**src/rtl/acc_bank.sv**
```systemverilog
// Bank of MODN saturating accumulators with a frame-based snapshot/handshake output.
// Sums accumulate while running, hold in hold/end-of-frame, and are copied to the
// output registers once on each entry to end-of-frame.
module acc_bank #(
    parameter int unsigned MODN   = 30,
    parameter int unsigned DW     = 4,
    parameter int unsigned ADDW   = 14,
    parameter int unsigned SIGNED = 0,
    parameter int unsigned CNTW   = 16
) (
    input  logic                 clk,
    input  logic                 rst_n,
    input  logic [1:0]           state,
    input  logic                 in_valid,
    input  logic [MODN*DW-1:0]   diff_bus,
    output logic [MODN*ADDW-1:0] cnt_bus,
    output logic [MODN-1:0]      sat_bus,
    output logic [CNTW-1:0]      smp_cnt,
    output logic                 cnt_valid,
    input  logic                 cnt_ready,
    output logic                 overrun
);

    typedef enum logic [1:0] {
        StIdle = 2'b00,
        StRun  = 2'b01,
        StHold = 2'b10,
        StEnd  = 2'b11
    } frame_state_e;

    frame_state_e state_q;

    logic [MODN-1:0][ADDW-1:0] sum_q, sum_d;
    logic [MODN-1:0]           sat_q, sat_d;
    logic [CNTW-1:0]           cnt_q, cnt_d;

    logic [MODN-1:0][ADDW-1:0] snap_sum_q, snap_sum_d;
    logic [MODN-1:0]           snap_sat_q, snap_sat_d;
    logic [CNTW-1:0]           snap_cnt_q, snap_cnt_d;
    logic                      valid_q, valid_d;
    logic                      overrun_q, overrun_d;

    logic [MODN-1:0][ADDW:0]   add_res;
    logic                      clr, acc_en, snap;

    // Returns {overflow, clamped sum}; the add is done one bit wider so range
    // violations are detected instead of wrapping.
    function automatic logic [ADDW:0] sat_add(input logic [ADDW-1:0] acc,
                                              input logic [DW-1:0]   smp);
        logic [ADDW:0]   a;
        logic [ADDW:0]   b;
        logic [ADDW:0]   s;
        logic            ovf;
        logic [ADDW-1:0] res;
        if (SIGNED != 0) begin
            a   = {acc[ADDW-1], acc};
            b   = {{(ADDW+1-DW){smp[DW-1]}}, smp};
            s   = a + b;
            ovf = s[ADDW] ^ s[ADDW-1];
            if (!ovf) begin
                res = s[ADDW-1:0];
            end else if (s[ADDW]) begin
                res = {1'b1, {(ADDW-1){1'b0}}};
            end else begin
                res = {1'b0, {(ADDW-1){1'b1}}};
            end
        end else begin
            a   = {1'b0, acc};
            b   = {{(ADDW+1-DW){1'b0}}, smp};
            s   = a + b;
            ovf = s[ADDW];
            res = ovf ? {ADDW{1'b1}} : s[ADDW-1:0];
        end
        return {ovf, res};
    endfunction

    // Frame control decode; clear wins over accumulate.
    always_comb begin
        clr    = (state == StIdle) || ((state == StRun) && (state_q == StEnd));
        acc_en = (state == StRun) && in_valid;
        snap   = (state == StEnd) && (state_q != StEnd);
    end

    // Per-channel saturating adder.
    always_comb begin
        add_res = '0;
        for (int i = 0; i < MODN; i++) begin
            add_res[i] = sat_add(sum_q[i], diff_bus[i*DW +: DW]);
        end
    end

    // Next-state for running sums, sticky saturation flags and sample counter.
    always_comb begin
        sum_d = sum_q;
        sat_d = sat_q;
        cnt_d = cnt_q;
        if (clr) begin
            sum_d = '0;
            sat_d = '0;
            cnt_d = '0;
        end else if (acc_en) begin
            for (int i = 0; i < MODN; i++) begin
                sum_d[i] = add_res[i][ADDW-1:0];
                sat_d[i] = sat_q[i] | add_res[i][ADDW];
            end
            if (cnt_q != {CNTW{1'b1}}) begin
                cnt_d = cnt_q + 1'b1;
            end
        end
    end

    // Next-state for snapshot registers and the valid/overrun handshake.
    always_comb begin
        snap_sum_d = snap_sum_q;
        snap_sat_d = snap_sat_q;
        snap_cnt_d = snap_cnt_q;
        valid_d    = valid_q;
        overrun_d  = overrun_q;
        if (snap) begin
            snap_sum_d = sum_q;
            snap_sat_d = sat_q;
            snap_cnt_d = cnt_q;
            valid_d    = 1'b1;
        end else if (valid_q && cnt_ready) begin
            valid_d = 1'b0;
        end
        if (state == StIdle) begin
            overrun_d = 1'b0;
        end else if (snap && valid_q && !cnt_ready) begin
            overrun_d = 1'b1;
        end
    end

    // State register for accumulators and frame control.
    always_ff @(posedge clk or negedge rst_n) begin
        if (!rst_n) begin
            state_q <= StIdle;
            sum_q   <= '0;
            sat_q   <= '0;
            cnt_q   <= '0;
        end else begin
            state_q <= frame_state_e'(state);
            sum_q   <= sum_d;
            sat_q   <= sat_d;
            cnt_q   <= cnt_d;
        end
    end

    // State register for the snapshot output side.
    always_ff @(posedge clk or negedge rst_n) begin
        if (!rst_n) begin
            snap_sum_q <= '0;
            snap_sat_q <= '0;
            snap_cnt_q <= '0;
            valid_q    <= 1'b0;
            overrun_q  <= 1'b0;
        end else begin
            snap_sum_q <= snap_sum_d;
            snap_sat_q <= snap_sat_d;
            snap_cnt_q <= snap_cnt_d;
            valid_q    <= valid_d;
            overrun_q  <= overrun_d;
        end
    end

    assign cnt_bus   = snap_sum_q;
    assign sat_bus   = snap_sat_q;
    assign smp_cnt   = snap_cnt_q;
    assign cnt_valid = valid_q;
    assign overrun   = overrun_q;

endmodule

```
**config.mk**
```make
export PLATFORM = sky130hd
export DESIGN_NAME = acc_bank
export DESIGN_NICKNAME = d
export VERILOG_FILES = /design/src/rtl/acc_bank.sv
export SDC_FILE = /design/constraint.sdc
export NUM_CORES = 2
export LEC_CHECK = 0
export CAP_MARGIN = 20
export CORE_MARGIN = 2
export CORE_UTILIZATION = 50
export DETAILED_ROUTE_END_ITERATION = 7
export PLACE_DENSITY = 0.76
export SLEW_MARGIN = 25
export SYNTH_ARGS = -nofsm -noshare
export SYNTH_HDL_FRONTEND = slang
export SYNTH_SLANG_ARGS = --single-unit
```
**constraint.sdc**
```tcl
create_clock -name clk -period 2.1 [get_ports clk]
set_input_delay 0.21 -clock clk [delete_from_list [all_inputs] [get_ports clk]]
set_output_delay 0.21 -clock clk [all_outputs]
set_load 0.02 [all_outputs]
```
# After elaboration in Yosys (flattened, before gate mapping)
# Cells that the tools add are included.
[totals]
input_bits = 126
register_bits = 936
out_inout_bits = 468
[op_classes]
mux = 41
eq_ne = 5
n_bitwise = 30
add_sub_neg = 31
reduce_logical = 14
[op_table]
columns = ["op", "count"]
rows = [
  ["$mux W420", 2],
  ["$add A14 B4 Y15", 30],
  ["$mux W14", 30],
  ["$mux W30", 2],
  ["$mux W16", 3],
  ["$or A1 B1 Y1", 30],
  ["$add A16 B1 Y16 const B", 1],
  ["$ne A16 B16 Y1 const B", 1],
  ["$reduce_bool A2 Y1", 4],
  ["$logic_and A1 B1 Y1", 6],
  ["$eq A2 B2 Y1 const B", 2],
  ["$mux W1", 4],
  ["$eq A2 B1 Y1 const B", 1],
  ["$logic_not A2 Y1", 1],
  ["$ne A2 B2 Y1 const B", 1],
  ["$reduce_and A2 Y1", 1],
  ["$logic_not A1 Y1", 1],
  ["$logic_or A1 B1 Y1", 1],
]

# Longest topological paths before layout
[depth]
ltp_word = 6
depth_mapped = 9
ltp_nobuf = 8

# Least setup slack after synthesis
# Ideal clock, no wire load.
[synth_timing]
path_kind = "reg-to-reg"
start = "register sum_q[42] (netlist bit)"
end = "register sum_q[45] (netlist bit)"
path_buffers = 1
path_slack_ns = -0.119
setup_time_ns = 0.144
path_stages_with_launch = 9
synth_period_minus_slack_ns = 2.219
t_arrival_ns = 2.075
cell_sequence = "dfrtp_1 -> ha_1 -> fa_1 -> a21o_1 -> a21oi_1 -> nor2_1 -> nand3_1 -> clkbuf_1 -> o211ai_1"
[synth_via]
elab_chain_len = 4
[synth_rtl]
columns = ["item", "line", "rtl"]
rows = [
  ["start: declaration", "33", "logic [MODN-1:0][ADDW-1:0] sum_q, sum_d;"],
  ["start signal: assignment", "143", "sum_q <= sum_d;"],
  ["$add A14 B4 Y15", "70", "s = a + b;"],
  ["$mux W14", "72", "res = ovf ? {ADDW{1'b1}} : s[ADDW-1:0];"],
  ["$mux W420", "101", "end else if (acc_en) begin"],
  ["$mux W420", "97", "if (clr) begin"],
]
# Every way passes these cells. The select of a mux whose other input is x is not followed.
# A chain may end at the register's enable or synchronous reset.

# Worst setup path after layout
[layout_timing]
start = "register sum_q[210] (netlist bit)"
end = "register sum_q[221] (netlist bit)"
# Same word-level chain as after synthesis.

==> impl_metrics.toml <==
[run_status]
status = "completed"

[synth]
synth_edf_count = 0
yosysSeqAreaShare = 0.527
synthTopCellsByCount = "dfrtp_1 (936), mux2_2 (410), nand2_1 (357)"
synth_nets = 4174
postSynthAreaPerCell_um2 = 11.4
netlist_area_mm2 = 0.0444
synthAdderAreaFrac = 0.0476
synth_compound_area_frac = 0.146
yosysWarnings = 0
synth_top_area_frac = 0.527
synth_seq_cells = 936
synth_top_family_by_area = "compound AO/OA/AOI/OAI gates"
syn_inst = 3897
ys.flop_type = "dfrtp_1"
synth_area_leaders = "dfrtp_1 (53%), mux2_2 (10%), ha_1 (3.4%), nand2_1 (3.0%), o21ai_0 (2.7%)"
async_flop_share = 1.00
yosys.area.top_type = "dfrtp_1"
yosys.area_share.simple = 0.111
muxShareOfSynthArea = 0.114
synth.most_common_cell = "dfrtp_1"
ys_types = 93
synth-xor-area-share = 0.0274

[worst_setup_path]
worst-setup-path-type = "reg -> reg"
startpoint_type = "flop"
end_kind = "flop"
required_ns = 2.63
arrival_ns = 2.61
path_max_fanout = 6

[cts]
clkSlewWorstSetupHoldPaths_ns = 0.07
cts_root_buf = "clkbuf_16"
cts.sinks = 936
cts_tree = "done"
clock_latency_ns = 0.68
cts_buffers = 101
clock_path_buffers = 3
h-tree-depth = 3

[timing]
fmax_mhz = 479
rsz0062_at_grt = "true"
tightestPinTransition_ns = 0.578
fin_crit_ns = 2.09
slew_violations = 0
period_share = 0.994
skew_ns = 0.0404
setup-violations-final = 0
holdWs_ns = 0.141
slew_headroom = 0.615
hold_viol_final = 0

[place]
port_buffers = 593
dp_hpwl_um = 93200
gp_congestion = 0.893

[worst_hold_path]
hp-class = "in -> async"

[floorplan]
initial_utilization = 0.503
die_x_um = 302
core_area_mm2 = 0.0882
die_h_um = 302
io_pins = 594
num_rows = 109
die_area_mm2 = 0.0912

[grt]
grt_pass1_vias = 36000
grt_usage = 0.283
antenna_found_initial = 5
grt_start_max_net_pins = 95
grt_overflow = 0
grt_pass1_wl_um = 204000

[final_layout]
drive_gt1_frac = 0.239
nNetsFinal = 5141
area_growth_pct = 32.6
fillerInstances = 6415

[drt]
finalWirelength_um = 131000
drc = 0
routed_via_density = 5.93
ant_nets = 0
drt_first_iter_violations = 2570
dr_total_vias = 36300
avgRoutedWirePerCell_um = 21.4
drtPass1Iterations = 6

[pwr]
peakVddDrop_mv = 0.862
power_density_mw_per_mm2 = 740
power.total_mw = 43.6
p_leak_nw = 28.1

[flow_run]
max-cap-violations = 0
==> power breakdown <==
group	internal [mW]	leakage, nW	total, mW	switching [mW]
Combinational	2.87	13.5	6.05	3.19
Clock	10.5	1.67	18.1	7.64
Sequential	18.7	13.0	19.4	0.671
Total	32.1	28.1	43.6	11.5
==> path summary, 6_finish.rpt <==
path                            slack (ns)                     end              startpoint  cells past startpoint
worst max-delay path                  0.01  sum_q[221]$_DFFE_PN0P_  sum_q[210]$_DFFE_PN0P_                      8
worst min-delay path                  0.14  sum_q[147]$_DFFE_PN0P_                   rst_n                      2
worst max register to register        0.01  sum_q[221]$_DFFE_PN0P_  sum_q[210]$_DFFE_PN0P_                      8
worst min register to register        0.46   sat_q[13]$_DFFE_PN0P_   sat_q[13]$_DFFE_PN0P_                      2
max in group asynchronous             1.07  sum_q[120]$_DFFE_PN0P_                   rst_n                      3
min in group clk                      0.21    state_q[1]$_DFF_PN0_                state[1]                      2
==> sequential cells by signal, indices dropped and copies added, names as in the netlist <==
name and count:
overrun 1, sat_bus 30, sum_q 420, sat_q 30
state_q 2, smp_cnt 16, cnt_bus 420, cnt_q 16
cnt_valid 1
==> cell type report <==
type                    count  area (um2)  area share
diodes                      5        12.5    0.000212
clock buffers             139        2860      0.0486
clock inverters            47         562     0.00954
inverters                  38         143     0.00242
multi-input cells        2707       20200       0.342
flip-flops and latches    936       23400       0.398
well taps                1165        1460      0.0247
repair buffers           1080       10300       0.175
==> metal layers <==
metal / part of all wire / GRT usage / vias to the layer above
met2: 0.48 / 0.461 / 1307
met3: 0.067 / 0.0480 / 283
met1: 0.41 / 0.379 / 18300
met5: 0 / 0 / -
met4: 0.037 / 0.108 / 0
li1: - / - / 16400
==> critical path, stage by stage, from the launching register on <==
cell and delay (ns):
dfrtp_1 0.40, ha_2 0.20, fa_2 0.35, a211o_1 0.26, o211ai_1 0.09, buf_4 0.17
nor4_4 0.06, o31ai_1 0.28, o31ai_1 0.14
==> placed cells by master (no fill, tap or decap), types with 14 or more instances in the layout <==
cell type        instances
mux2_2                 410
a22oi_1                 84
nand2_1                349
clkdlybuf4s50_1        589
o311ai_0                33
inv_1                   38
o31ai_1                 18
buf_4                  426
ha_1                   113
nand4_1                 65
and2_1                  19
buf_12                  53
o211ai_1                77
fa_1                    16
a41oi_1                 24
dfrtp_1                935
clkinv_2                22
and4_1                  23
o21ai_0                231
nand3_1                173
nor3_1                  54
a211oi_1                30
or3_1                   15
mux2_1                  35
clkbuf_8                19
clkbuf_1                19
a221o_1                 20
clkbuf_16              101
a31oi_1                 72
a21oi_1                173
nor2_1                 117
o21bai_1                21
xnor2_1                 65
or4_1                   14
a21o_1                  55
and3_1                  65
xor2_1                  74
fa_2                    14
==> per-stage QoR <==
stage          utilization  setup slack [ns]  cells  cell area, um2  TNS, ns
4_1_cts              0.664           0.00129   6103           58500        0
5_1_grt              0.667           -0.0532   6114           58900   -0.306
2_1_floorplan            -           0.00377   3897           44400        0
3_5_place_dp         0.624            -0.334   5912           55100   -69.36
3_3_place_gp         0.624            -0.302   5912           55100   -55.44
6_report             0.668            0.0129   6117           58900        0
==> cells by family after synthesis <==
logic type      count (synthesis)
flops                         936
fa+ha+maj                     151
compound gates                977
simple gates                  989
buf+inv                       254
mux                           451
xor+xnor                      139
==> what timing repair did <==
item                                   in CTS  in global routing
buffers inserted                            4                  9
resized for setup                          11                 80
endpoints found under the hold margin     404                  0
hold buffers                                1                  0
pin swaps                                   2                 19
setup endpoints to repair                  34                264
Power figures use the tool's default switching activity.
